<file path="config.mk">
export PLATFORM = sky130hd
export DESIGN_NAME = gtfwizard_mac_example_gtfmac_hwchk_bitslip_resp
export DESIGN_NICKNAME = d
export VERILOG_FILES = /design/src/rtl/gtfwizard_mac_example_gtfmac_hwchk_bitslip_resp_pkg.sv /design/src/rtl/gtfwizard_mac_example_bitslip_resp_pma.sv /design/src/rtl/gtfwizard_mac_example_gtfmac_hwchk_bitslip_resp.sv
export SDC_FILE = /design/constraint.sdc
export NUM_CORES = 1
export LEC_CHECK = 0
export ABC_AREA = 1
export CAP_MARGIN = 20
export CORE_MARGIN = 2
export CORE_UTILIZATION = 50
export CTS_BUF_LIST = sky130_fd_sc_hd__clkbuf_2
export CTS_CLUSTER_SIZE = 24
export DETAILED_ROUTE_END_ITERATION = 8
export PLACE_DENSITY = 0.69
export SYNTH_ARGS = -nofsm -noshare
export SYNTH_HDL_FRONTEND = slang
export SYNTH_HIERARCHICAL = 1
export SYNTH_SLANG_ARGS = --single-unit
</file>
<file path="constraint.sdc">
create_clock -name rx_clk -period 9.91 [get_ports rx_clk]
set_clock_uncertainty 0.15 [all_clocks]
set_input_delay 1.982 -clock rx_clk [delete_from_list [all_inputs] [get_ports rx_clk]]
set_output_delay 1.982 -clock rx_clk [all_outputs]
set_load 0.05 [all_outputs]
</file>
<file path="src/rtl/gtfwizard_mac_example_gtfmac_hwchk_bitslip_resp_pkg.sv">
// Shared types for the GTFMAC RX bitslip responder model.
// Holds the PCS/PMA state codes and the saturating UI arithmetic helpers.
package gtfwizard_mac_example_gtfmac_hwchk_bitslip_resp_pkg;

    localparam int BS_CNT_W = 7;

    typedef enum logic [1:0] {
        HUNT   = 2'd0,
        ALIGN  = 2'd1,
        LOCKED = 2'd2,
        RESYNC = 2'd3
    } pcs_state_t;

    typedef enum logic [1:0] {
        PIDLE = 2'd0,
        PACK  = 2'd1,
        PWAIT = 2'd2,
        PREL  = 2'd3
    } pma_state_t;

    function automatic logic [BS_CNT_W-1:0] sat_sub(
        input logic [BS_CNT_W-1:0] a,
        input logic [BS_CNT_W-1:0] b
    );
        return (b >= a) ? '0 : (a - b);
    endfunction

    function automatic logic [BS_CNT_W-1:0] sat_add(
        input logic [BS_CNT_W-1:0] a,
        input logic [1:0]          b
    );
        logic [BS_CNT_W:0] s;
        s = {1'b0, a} + {{(BS_CNT_W-1){1'b0}}, b};
        return s[BS_CNT_W] ? '1 : s[BS_CNT_W-1:0];
    endfunction

endpackage

</file>
<file path="src/rtl/gtfwizard_mac_example_bitslip_resp_pma.sv">
// PMA slip handshake responder: ready/ack latency FSM plus one-UI edge detect.
// o_ui_add is a same-cycle increment: bit1 = 2-UI slip applied, bit0 = 1-UI slip.
module gtfwizard_mac_example_bitslip_resp_pma
    import gtfwizard_mac_example_gtfmac_hwchk_bitslip_resp_pkg::*;
#(
    parameter int ACK_LAT = 4,
    parameter int REL_LAT = 8
) (
    input  logic       i_clk,
    input  logic       i_rst_n,
    input  logic       i_slip_pma,
    input  logic       i_one_ui,
    output logic       o_rdy,
    output logic [1:0] o_ui_add
);

    localparam logic ACK1 = (ACK_LAT == 1);
    localparam logic REL1 = (REL_LAT == 1);

    pma_state_t  r_state;
    logic [15:0] r_cnt;
    logic        r_rdy;
    logic        r_slip_q;
    logic        r_one_q;

    logic w_slip_rise;
    logic w_one_rise;
    logic w_ack_done;
    logic w_rel_done;

    assign w_slip_rise = i_slip_pma & ~r_slip_q;
    assign w_one_rise  = i_one_ui & ~r_one_q;

    // Latency counts from the cycle the request edge is seen, so the
    // output moves ACK_LAT/REL_LAT cycles after the input transition.
    assign w_ack_done = ((r_state == PIDLE) && w_slip_rise && ACK1) ||
                        ((r_state == PACK) && (r_cnt == 16'(ACK_LAT - 2)));
    assign w_rel_done = ((r_state == PWAIT) && !i_slip_pma && REL1) ||
                        ((r_state == PREL) && (r_cnt == 16'(REL_LAT - 2)));

    assign o_rdy    = r_rdy;
    assign o_ui_add = {w_ack_done, w_one_rise};

    always_ff @(posedge i_clk) begin
        r_slip_q <= i_slip_pma;
        r_one_q  <= i_one_ui;
        if (!i_rst_n) begin
            r_state <= PIDLE;
            r_cnt   <= '0;
            r_rdy   <= 1'b1;
        end else begin
            unique case (r_state)
                PIDLE: begin
                    if (w_slip_rise) begin
                        r_cnt <= '0;
                        if (w_ack_done) begin
                            r_state <= PWAIT;
                            r_rdy   <= 1'b0;
                        end else begin
                            r_state <= PACK;
                        end
                    end
                end
                PACK: begin
                    if (w_ack_done) begin
                        r_state <= PWAIT;
                        r_rdy   <= 1'b0;
                    end else begin
                        r_cnt <= r_cnt + 16'd1;
                    end
                end
                PWAIT: begin
                    if (!i_slip_pma) begin
                        r_cnt <= '0;
                        if (w_rel_done) begin
                            r_state <= PIDLE;
                            r_rdy   <= 1'b1;
                        end else begin
                            r_state <= PREL;
                        end
                    end
                end
                PREL: begin
                    if (w_rel_done) begin
                        r_state <= PIDLE;
                        r_rdy   <= 1'b1;
                    end else begin
                        r_cnt <= r_cnt + 16'd1;
                    end
                end
            endcase
        end
    end

endmodule

</file>
<file path="src/rtl/gtfwizard_mac_example_gtfmac_hwchk_bitslip_resp.sv">
// GTF-side bitslip responder: emulated PCS block-lock hunt and PMA slip handshake.
// Lets the hwchk bitslip corrector be exercised without a live transceiver.
module gtfwizard_mac_example_gtfmac_hwchk_bitslip_resp
    import gtfwizard_mac_example_gtfmac_hwchk_bitslip_resp_pkg::*;
#(
    parameter int SLIP_GAP   = 16,
    parameter int LOCK_DELAY = 64,
    parameter int ACK_LAT    = 4,
    parameter int REL_LAT    = 8
) (
    input  logic                rx_clk,
    input  logic                rx_rst_n,
    input  logic [BS_CNT_W-1:0] ctl_slip_target,
    input  logic                bs_gb_seq_sync,
    input  logic                bs_disable_bitslip,
    input  logic                bs_slip_pma,
    input  logic                bs_slip_one_ui,
    output logic                rx_block_lock,
    output logic                rx_bitslip,
    output logic                rx_slip_pma_rdy,
    output logic [BS_CNT_W-1:0] stat_pcs_slips,
    output logic [BS_CNT_W-1:0] stat_pma_ui,
    output logic                stat_overcorrect
);

    pcs_state_t          r_state;
    logic [BS_CNT_W-1:0] r_target;
    logic [BS_CNT_W-1:0] r_slips;
    logic [BS_CNT_W-1:0] r_pma_ui;
    logic                r_over;
    logic                r_lock;
    logic                r_bitslip;
    logic [15:0]         r_gap;
    logic [15:0]         r_lock_cnt;
    logic                r_gb_q;

    logic [1:0]          w_ui_add;
    logic [BS_CNT_W-1:0] w_ui_next;
    logic [BS_CNT_W-1:0] w_residual;
    logic                w_gb_rise;
    logic                w_gap_done;
    logic                w_lock_done;

    gtfwizard_mac_example_bitslip_resp_pma #(
        .ACK_LAT (ACK_LAT),
        .REL_LAT (REL_LAT)
    ) u_pma (
        .i_clk      (rx_clk),
        .i_rst_n    (rx_rst_n),
        .i_slip_pma (bs_slip_pma),
        .i_one_ui   (bs_slip_one_ui),
        .o_rdy      (rx_slip_pma_rdy),
        .o_ui_add   (w_ui_add)
    );

    assign w_ui_next   = sat_add(r_pma_ui, w_ui_add);
    assign w_residual  = sat_sub(r_target, r_pma_ui);
    assign w_gb_rise   = bs_gb_seq_sync & ~r_gb_q;
    assign w_gap_done  = (r_gap == 16'(SLIP_GAP - 1));
    // Entry cycle counts as the first aligned cycle.
    assign w_lock_done = ((32'(r_lock_cnt) + 32'd2) >= 32'(LOCK_DELAY));

    assign rx_block_lock    = r_lock;
    assign rx_bitslip       = r_bitslip;
    assign stat_pcs_slips   = r_slips;
    assign stat_pma_ui      = r_pma_ui;
    assign stat_overcorrect = r_over;

    always_ff @(posedge rx_clk) begin
        r_gb_q <= bs_gb_seq_sync;
        if (!rx_rst_n) begin
            r_state    <= HUNT;
            r_target   <= ctl_slip_target;
            r_slips    <= '0;
            r_pma_ui   <= '0;
            r_over     <= 1'b0;
            r_lock     <= 1'b0;
            r_bitslip  <= 1'b0;
            r_gap      <= '0;
            r_lock_cnt <= '0;
        end else begin
            r_bitslip <= 1'b0;
            r_pma_ui  <= w_ui_next;
            if (w_ui_next > r_target) begin
                r_over <= 1'b1;
            end
            if (w_gb_rise) begin
                r_state <= RESYNC;
                r_lock  <= 1'b0;
                r_slips <= '0;
                r_gap   <= '0;
            end else begin
                unique case (r_state)
                    HUNT: begin
                        if (r_slips == w_residual) begin
                            r_state    <= ALIGN;
                            r_lock_cnt <= '0;
                        end else if (!bs_disable_bitslip) begin
                            if (w_gap_done) begin
                                r_bitslip <= 1'b1;
                                r_slips   <= r_slips + 1'b1;
                                r_gap     <= '0;
                            end else begin
                                r_gap <= r_gap + 16'd1;
                            end
                        end
                    end
                    ALIGN: begin
                        if (w_lock_done) begin
                            r_state <= LOCKED;
                            r_lock  <= 1'b1;
                        end else begin
                            r_lock_cnt <= r_lock_cnt + 16'd1;
                        end
                    end
                    LOCKED: begin
                        r_lock <= 1'b1;
                    end
                    RESYNC: begin
                        // Release folds the first HUNT evaluation into this cycle.
                        if (!bs_gb_seq_sync) begin
                            r_gap <= '0;
                            if (w_residual == '0) begin
                                r_state    <= ALIGN;
                                r_lock_cnt <= '0;
                            end else begin
                                r_state <= HUNT;
                            end
                        end
                    end
                endcase
            end
        end
    end

endmodule

</file>
; Word-level counts from Yosys, hierarchy flattened
; Cells that the tools add are included.
[totals]
regBits = 80
inputBits = 13
out_inout_bits = 18
word_cells = 119
[classes]
addsub = 7
order_cmp = 3
n_eq_ne = 26
muxes = 38
bitwise = 11
reduce_logical = 19
[op_table]
columns = cell, count
row1 = 16-bit 2-to-1 mux, 12
row2 = 16-bit one-hot mux with 4 select lines, 1
row3 = 16-bit by 1-bit adder with 16-bit output (second input constant), 3
row4 = 16-bit one-hot mux with 3 select lines, 1
row5 = 16-bit one-hot mux with 2 select lines, 1
row6 = 2-bit 2-to-1 mux, 10
row7 = 2-bit != test (second input constant), 10
row8 = 4-bit AND reduction, 5
row9 = 16-bit by 2-bit adder with 17-bit output (second input constant), 1
row10 = 17-bit by 7-bit >= comparator with 1-bit output (second input constant), 1
row11 = 16-bit by 2-bit == test with 1-bit output (second input constant), 1
row12 = 16-bit by 3-bit == test with 1-bit output (second input constant), 1
row13 = 16-bit by 4-bit == test with 1-bit output (second input constant), 1
row14 = 7-bit 2-to-1 mux, 2
row15 = 3-bit != test (second input constant), 3
row16 = 7-bit by 2-bit adder with 8-bit output, 1
row17 = 2-bit == test (second input constant), 4
row18 = 1-bit NOT, 8
row19 = 2-bit one-hot mux with 4 select lines, 1
row20 = 7-bit by 1-bit adder with 7-bit output (second input constant), 1
row21 = 7-bit == test, 1
row22 = 7-bit >= comparator, 1
row23 = 7-bit > comparator, 1
row24 = 7-bit zero test, 1
row25 = 17 further kinds, 32

; Longest topological paths before layout
; Gate-level depths: netlist (run 1).
[logic_depth]
ltp_word = 7
depth_mapped = 22
ltp_nobuf = 21

; Hierarchy
; Netlist (run 1), hierarchy kept.
[by_module_without_submodules]
columns = module, n_inst, cells_per_inst, area_each_um2, seq_area_each_um2
row1 = gtfwizard_mac_example_gtfmac_hwchk_bitslip_resp, 1, 605, 4202.8, 1251.2
row2 = gtfwizard_mac_example_bitslip_resp_pma, 1, 197, 1368.8, 420.4

; Worst setup path after synthesis (run 1)
; OpenSTA, ideal clock, no wires.
[synth_timing]
kind = input port to flip-flop
startpoint = input bs_slip_one_ui
endpoint = register r_over, in the netlist stat_overcorrect
setup_ns = 0.115
arrival_ns = 4.007
required_ns = 9.645
slack_ns = 5.638
cell_stages = 15
n_path_buf = 1
cell_sequence = inv_1 > nor2_1 > buf_4 > ha_1 > fa_1 > xnor2_1 > nand2_1 > ha_1 > a21oi_1 > o31ai_1 > a21oi_1 > nor2_1 > o21ai_0 > a21oi_1 > o21a_1
[synth_between]
elab_chain_len = 4
[synth_rtl]
columns = item, line
row1 = "start, declared", gtfwizard_mac_example_gtfmac_hwchk_bitslip_resp.sv:17  ; input logic bs_slip_one_ui,
row2 = 1-bit bitwise AND, gtfwizard_mac_example_bitslip_resp_pma.sv:32  ; assign w_one_rise = i_one_ui & ~r_one_q;
row3 = named net u_pma.w_one_rise, gtfwizard_mac_example_bitslip_resp_pma.sv:27  ; logic w_one_rise;
row4 = 7-bit by 2-bit adder with 8-bit output, gtfwizard_mac_example_gtfmac_hwchk_bitslip_resp_pkg.sv:33  ; s = {1'b0, a} + {{(BS_CNT_W-1){1'b0}}, b};
row5 = 7-bit 2-to-1 mux, gtfwizard_mac_example_gtfmac_hwchk_bitslip_resp_pkg.sv:34  ; return s[BS_CNT_W] ? '1 : s[BS_CNT_W-1:0];
row6 = named net w_ui_next[2], gtfwizard_mac_example_gtfmac_hwchk_bitslip_resp.sv:38  ; logic [BS_CNT_W-1:0] w_ui_next;
row7 = 7-bit > comparator, gtfwizard_mac_example_gtfmac_hwchk_bitslip_resp.sv:84  ; if (w_ui_next > r_target) begin
row8 = "end signal, assigned", gtfwizard_mac_example_gtfmac_hwchk_bitslip_resp.sv:76  ; r_over <= 1'b0;
row9 = "end signal, assigned", gtfwizard_mac_example_gtfmac_hwchk_bitslip_resp.sv:85  ; r_over <= 1'b1;
row10 = "end, declared", gtfwizard_mac_example_gtfmac_hwchk_bitslip_resp.sv:30  ; logic r_over;
; The timed path passes the listed nets, and every way through them passes these cells.
; A chain may end at the register's enable or synchronous reset.

; Final worst setup path (run 1)
[layout_timing]
startpoint = input bs_slip_one_ui
endpoint = register r_over, in the netlist stat_overcorrect
[layout_between]
elab_chain_len = 4
[layout_rtl]
columns = item, line
row1 = 1-bit bitwise AND, gtfwizard_mac_example_bitslip_resp_pma.sv:32
row2 = named net w_ui_add[0], gtfwizard_mac_example_gtfmac_hwchk_bitslip_resp.sv:37  ; logic [1:0] w_ui_add;
row3 = 7-bit by 2-bit adder with 8-bit output, gtfwizard_mac_example_gtfmac_hwchk_bitslip_resp_pkg.sv:33
row4 = 7-bit 2-to-1 mux, gtfwizard_mac_example_gtfmac_hwchk_bitslip_resp_pkg.sv:34
row5 = named net w_ui_next[2], gtfwizard_mac_example_gtfmac_hwchk_bitslip_resp.sv:38
row6 = 7-bit > comparator, gtfwizard_mac_example_gtfmac_hwchk_bitslip_resp.sv:84
; The timed path passes the listed nets, and every way through them passes these cells.

==> results.txt, run 1 <==
reg2reg end -> stat_overcorrect
synthesized flop and latch total -> 80
FFs w/ async S/R, synth -> 0
hold_ws -> 0.3610 ns
Starting Density -> 0.5140
Worst-Skew Late Latency -> 0.61 ns
final setup TNS -> 0 ns
vias in the first global route -> 4,696
Clock Tree Root -> clkbuf_2
Synthesized Nets -> 841
startpoint type of the worst setup path -> primary input
DRT iter0 DRCs -> 389
Hold EP -> u_pma/o_rdy
status -> finished, final reports clean
VDD IR max -> 0.08001 mV
diode count -> 0
CP max stage cell -> clkdlybuf4s50_1
pwr/cell area -> 164.9 nW/µm²
Congestion Overflow GR -> 0
total routed wirelength -> 12.29 mm
full die area -> 12,000 µm²
Syn. warnings -> 6
post-CTS sizing -> 0
H-tree Lvls -> 3
Reg-to-Reg Start -> u_pma/r_state[0]
Sink Count -> 80
Synth Instances -> 802
Tcrit/Tclk final -> 0.4281
Clock Pin Slew Worst Setup and Hold Paths -> 0.20 ns
setup violators final -> 0
ys flop type -> dfxtp_1
CTS Buffer Depth -> 2
layout cells sized above 1 -> 0.1134
CP Cell Sequence -> clkdlybuf4s50_1 -> inv_1 -> nor2_1 -> ha_1 -> a21oi_1 -> nor2_1 -> inv_1 -> nor3_1 -> inv_1 -> nand2_1 -> ha_1 -> a21oi_1 -> o31ai_1 -> a21oi_1 -> nor2_1 -> o21ai_0 -> a21oi_1 -> o21a_1
nets -> 863
Die Wd -> 109.6 µm
final slew viol count -> 0
Post-CTS Hold Buffers -> 0
final core utilization -> 0.5562
reg2reg path depth -> 19
post-DP HPWL -> 9.101 mm
Final Hold Viols -> 0
worst rel slew slack -> 0.4298
dpl ws -> 5.053 ns
mapped cell area -> 5572 µm²
Rows -> 38
Cell variety after synth -> 47
drt pass-1 iters -> 7
CTS tree -> built
Wirelength per Cell -> 12.68 µm
Min Clock Period, post-route -> 4.243 ns
largest net degree at the start of global routing -> 22
critical path endpoint category -> register
Post-synth EDFFs -> 7
sequential-to-total area share from yosys stat -> 0.3000
PortBufs -> 30
GRT Total Usage -> 0.2175
ANT nets after route -> 0
Vias/cell -> 5.237
maxcap violations -> 0
Final Wtd Congestion -> 0.8799
critical path class -> primary input to register
Post-CTS Setup Bufs -> 0
Top cell by count, worst path -> a21oi_1
first-pass GRT wire length -> 20.89 mm
Max Clock Freq -> 235.7 MHz
Avg Cell Area, Syn -> 6.947 µm²
Worst EP required -> 10.27 ns
RSZ-0062 raised after global routing -> no
total CTS buffers -> 9
FF-to-FF setup slack -> 6.16 ns
Arrival @ worst endpoint -> 4.61 ns
largest fanout on the critical path -> 8
DRC Markers -> 0
Hold Crit Class -> register to register
Die Ht -> 109.6 µm
CORE AREA -> 10,840 µm²
setup ws final -> 5.667 ns
initial antenna violation count -> 0
via count -> 5,075
hold path cells -> 2
Least-Margin Pin Slew -> 0.8543 ns
Syn-to-layout area delta -> 8.219%
worst hold start -> u_pma/o_rdy
worst stage delay on the critical path -> 0.49 ns
io pins -> 31
Leakage -> 2.495 nW
[registers in the layout (all words and copies together) (netlist names), 2 cells and up]
name	count
r_lock_cnt	16
u_pma/r_cnt	16
r_target	7
stat_pma_ui	7
stat_pcs_slips	7
r_state	2
r_gap	16
u_pma/r_state	2
[area by class of cell]
type / count / area, µm²
Inverter: 121 / 454.2
Timing Repair Buffer: 30 / 300.3
Sequential cell: 80 / 1672
Tap cell: 140 / 175.2
Multi-Input combinational cell: 582 / 3271
Clock inverter: 6 / 107.6
Clock buffer: 10 / 50.05
Fill cell: 1073 / 4811
[power by group]
group          switching [W]  leakage, nW  internal [W]  total [W]
registers          0.0000414        0.662      0.000367   0.000408
clock network       0.000121       0.0919      0.000109   0.000230
logic               0.000245         1.74      0.000112   0.000357
[per-stage QoR]
stage,cell area (µm²),total power (W),std cells
floorplan,5572,0.0007176,802
global placement,5872,0.0007627,953
detailed placement,5872,0.0007713,953
CTS,6030,0.001003,969
global route,6030,0.001071,969
finish,6030,0.0009943,969
[critical path: cells and delay by family]
family | cells | cell delay (ns)
adders and majority gates | 2 | 0.42
and+or+nand+nor | 5 | 0.56
AOI/OAI and AO/OA | 7 | 0.85
buffers and inverters | 4 | 0.77
[logic make-up (layout without fill, tap and decap cells)]
logic type / after synthesis / count (layout) / synth area share
compound gates: 98 / 98 / 0.1145
xor+xnor: 18 / 18 / 0.02830
fa+ha+maj: 26 / 26 / 0.06108
buf+inv: 140 / 167 / 0.1130
flops: 80 / 80 / 0.3000
simple gates: 440 / 440 / 0.3831
[routing by layer]
layer,global-route usage,part of all wire,vias to the layer above
li1,-,-,2643
met1,0.2699,0.46,2311
met2,0.3761,0.48,106
met3,0.04683,0.046,15
met4,0.06691,0.011,0
met5,0,0,-
[cells in the mapped netlist, types with 3 or more instances]
master | count | area share
nor2_2 | 14 | 0.016
a21oi_2 | 21 | 0.033
nor3_1 | 8 | 0.0072
nand4_1 | 35 | 0.039
buf_6 | 7 | 0.014
buf_4 | 5 | 0.0067
nand3_1 | 66 | 0.059
nand2_1 | 176 | 0.12
nand2_2 | 14 | 0.016
o21ai_0 | 14 | 0.013
o21ai_1 | 3 | 0.0027
clkinv_1 | 3 | 0.0020
edfxtp_1 | 7 | 0.038
clkbuf_1 | 5 | 0.0034
nand3b_1 | 4 | 0.0054
xor2_1 | 16 | 0.025
a21oi_1 | 43 | 0.039
inv_1 | 117 | 0.079
nand3_2 | 11 | 0.020
dfxtp_1 | 73 | 0.26
or2_2 | 3 | 0.0034
nand3_4 | 4 | 0.013
nand2_4 | 4 | 0.0081
nor2_1 | 93 | 0.063
ha_1 | 24 | 0.054
o21bai_1 | 4 | 0.0054
[cells in the final DEF (no fill, tap or decap), drive strengths merged, types with 8 or more instances in the layout]
cell           instances
nor2                 108
a21oi                 65
nand4                 36
clkbuf                10
inv                  118
nand3                 81
ha                    24
dfxtp                 73
o21ai                 17
clkdlybuf4s50         30
nor3                   8
xor2                  16
nand2                195
[worst max path at each step]
stage	from	to	slack, ns	cells past startpoint
2_1_floorplan	bs_slip_one_ui	stat_overcorrect	5.64	15
3_3_place_gp	bs_slip_one_ui	stat_overcorrect	5.17	18
3_5_place_dp	bs_slip_one_ui	stat_overcorrect	5.05	18
4_1_cts	bs_slip_one_ui	stat_overcorrect	5.72	18
5_1_grt	bs_slip_one_ui	stat_overcorrect	5.50	18
6_report	bs_slip_one_ui	stat_overcorrect	5.67	18
Note: power is estimated with default switching activity, not from simulation.
==> inputs of run 2 (changes only) <==
--- a/config.mk
+++ b/config.mk
@@ -12,7 +12,7 @@
 export CTS_BUF_LIST = sky130_fd_sc_hd__clkbuf_2
 export CTS_CLUSTER_SIZE = 24
 export DETAILED_ROUTE_END_ITERATION = 8
-export PLACE_DENSITY = 0.69
+export PLACE_DENSITY = 0.71
 export SYNTH_ARGS = -nofsm -noshare
 export SYNTH_HDL_FRONTEND = slang
 export SYNTH_HIERARCHICAL = 1
==> constraint.sdc (replaced) <==
create_clock -name rx_clk -period 3.75 [get_ports rx_clk]
set_clock_uncertainty 0.15 [all_clocks]
set_input_delay 0.75 -clock rx_clk [delete_from_list [all_inputs] [get_ports rx_clk]]
set_output_delay 0.75 -clock rx_clk [all_outputs]
set_load 0.05 [all_outputs]
==> results.txt, run 2 (synthesis results as in run 1) <==
status -> finished, final reports clean
Tcrit/Tclk final -> 0.9073
Min Clock Period, post-route -> 3.403 ns
Cell Count Post-Placement -> 957 (+0.42%)
Clock Tree Root -> clkbuf_2
startpoint type of the worst setup path -> register
post-DP HPWL -> 9.015 mm (-0.95%)
pwr/cell area -> 422.2 nW/µm² (+160%)
nets -> 867 (+0.46%)
Die Wd -> 109.6 µm (unchanged)
Post-CTS Hold Buffers -> 0 (unchanged)
Worst-Skew Late Latency -> 0.59 ns (-0.02 ns)
Clock Pin Slew Worst Setup and Hold Paths -> 0.21 ns (about the same)
Congestion Overflow GR -> 0 (unchanged)
PortBufs -> 30 (unchanged)
final core utilization -> 0.5576 (+0.001385)
CP max stage cell -> dfxtp_4
total CTS buffers -> 9 (unchanged)
via count -> 5,087 (+0.24%)
Hold Crit Class -> register to register
vias in the first global route -> 4,697 (+0.021%)
VDD IR max -> 0.2466 mV (+210%)
Worst EP required -> 4.09 ns (-6.18 ns)
final slew viol count -> 0 (unchanged)
Syn-to-layout area delta -> 8.489%
Layout Cells excl Fill -> 973 (+0.41%)
Wirelength per Cell -> 12.41 µm (-2.1%)
Arrival @ worst endpoint -> 3.75 ns (-0.86 ns)
largest net degree at the start of global routing -> 22 (unchanged)
maxcap violations -> 0 (unchanged)
Max Clock Freq -> 293.9 MHz
hold_ws -> 0.3552 ns (-0.005778 ns)
most common cell after layout, fill and taps aside -> nand2_1
initial antenna violation count -> 0 (unchanged)
layout cells sized above 1 -> 0.1212 (+0.007859)
family with the most delay on the worst path -> compound AO/OA/AOI/OAI gates
CTS Buffer Depth -> 2 (unchanged)
setup violators final -> 0 (unchanged)
Leakage -> 2.500 nW (+0.21%)
worst stage delay on the critical path -> 0.44 ns (-0.05 ns)
diode count -> 0 (unchanged)
largest fanout on the critical path -> 8 (unchanged)
CTS tree -> built
first-pass GRT wire length -> 20.84 mm (-0.26%)
DRT iter0 DRCs -> 397 (+2.1%)
io pins -> 31 (unchanged)
Reg area -> 1677 µm² (+0.30%)
worst rel slew slack -> 0.4231 (-0.006678)
total routed wirelength -> 12.07 mm (-1.7%)
Final Hold Viols -> 0 (unchanged)
Die Ht -> 109.6 µm (unchanged)
Sink Count -> 80 (unchanged)
most frequent cells in the layout -> nand2_1 (176), inv_1 (116), nor2_1 (93)
Top Registers -> r_gap: 16 flops, r_lock_cnt: 16 flops, u_pma/r_cnt: 16 flops
CP Cell Sequence -> inv_1 -> ha_1 -> nand2_1 -> nor2_1 -> nand3_4 -> inv_1 -> ha_1 -> a21oi_2 -> nor2_1 -> inv_1 -> nor3_1 -> inv_2 -> nand2_1 -> ha_1 -> a21oi_1 -> o31ai_1 -> a21oi_1 -> nor2_1 -> o21ai_0 -> a21oi_1 -> o21a_1
crit path buf inv count -> 4 (unchanged)
# fillers -> 1,045 (-2.6%)
H-tree Lvls -> 3 (unchanged)
DRC Markers -> 0 (unchanged)
Final Power -> 0.002552 W (+160%)
full die area -> 12,000 µm² (unchanged)
GRT Total Usage -> 0.2162 (-0.001247)
Multi-input gate area -> 3274 µm² (+0.11%)
drt pass-1 iters -> 6 (-1)
Starting Density -> 0.5140 (unchanged)
ANT nets after route -> 0 (unchanged)
Vias/cell -> 5.228 (-0.18%)
Final Wtd Congestion -> 0.8666 (-1.5%)
CORE AREA -> 10,840 µm² (unchanged)
Rows -> 38 (unchanged)
critical path endpoint category -> register
Least-Margin Pin Slew -> 0.8643 ns (+0.01001 ns)
critical path class -> register to register
[run 2: where the power goes]
part | switching, W | internal, W | total, W
logic | 0.000644 | 0.000303 | 0.000947
clock network | 0.000312 | 0.000219 | 0.000531
registers | 0.000105 | 0.000969 | 0.00107
[run 2: final cells by class]
class	instances	area share
clock inverters	6	0.01387
inverters	121	0.07514
repair buffers	34	0.05465
flip-flops and latches	80	0.2774
multi-input cells	582	0.5417
clock buffers	10	0.008280
well taps	140	0.02898
[run 2: tightest hold or removal path, delay by kind of cell, from the launching register on]
family,cells,cell delay [ns]
simple gates,2,0.11
flops,1,0.38
[run 2: metal layers]
layer  part of all wire  wire [µm]  vias up  track usage
met1               0.46       5568     2341       0.2729
li1                   -          -     2648            -
met4              0.018        214        0      0.08409
met3              0.037        445       17      0.04386
met5                  0          0        -            0
met2               0.48       5844       81       0.3620
[run 2: path summary, 6_finish.rpt]
check        cells past startpoint  slack, ns      startpoint                to
min                              2       0.36  r_lock_cnt[10]    r_lock_cnt[10]
min reg2reg                      2       0.36  r_lock_cnt[10]    r_lock_cnt[10]
max                             21       0.35  u_pma/r_cnt[0]  stat_overcorrect
max reg2reg                     21       0.35  u_pma/r_cnt[0]  stat_overcorrect
[run 2: metrics by stage]
step           worst slack, ns   TNS (ns)  instance area, µm²
6_report                0.3475          0                6045
4_1_cts                 0.2292          0                6036
3_3_place_gp            0.2835          0                5902
5_1_grt              -0.008665  -0.008665                6045
2_1_floorplan           0.5742          0                5572
3_5_place_dp           0.09054          0                5902
[run 2: what timing repair did]
action / in CTS / in global routing
setup endpoints to repair: 0 / 1
buffers inserted: 0 / 0
gates resized for setup: 0 / 5
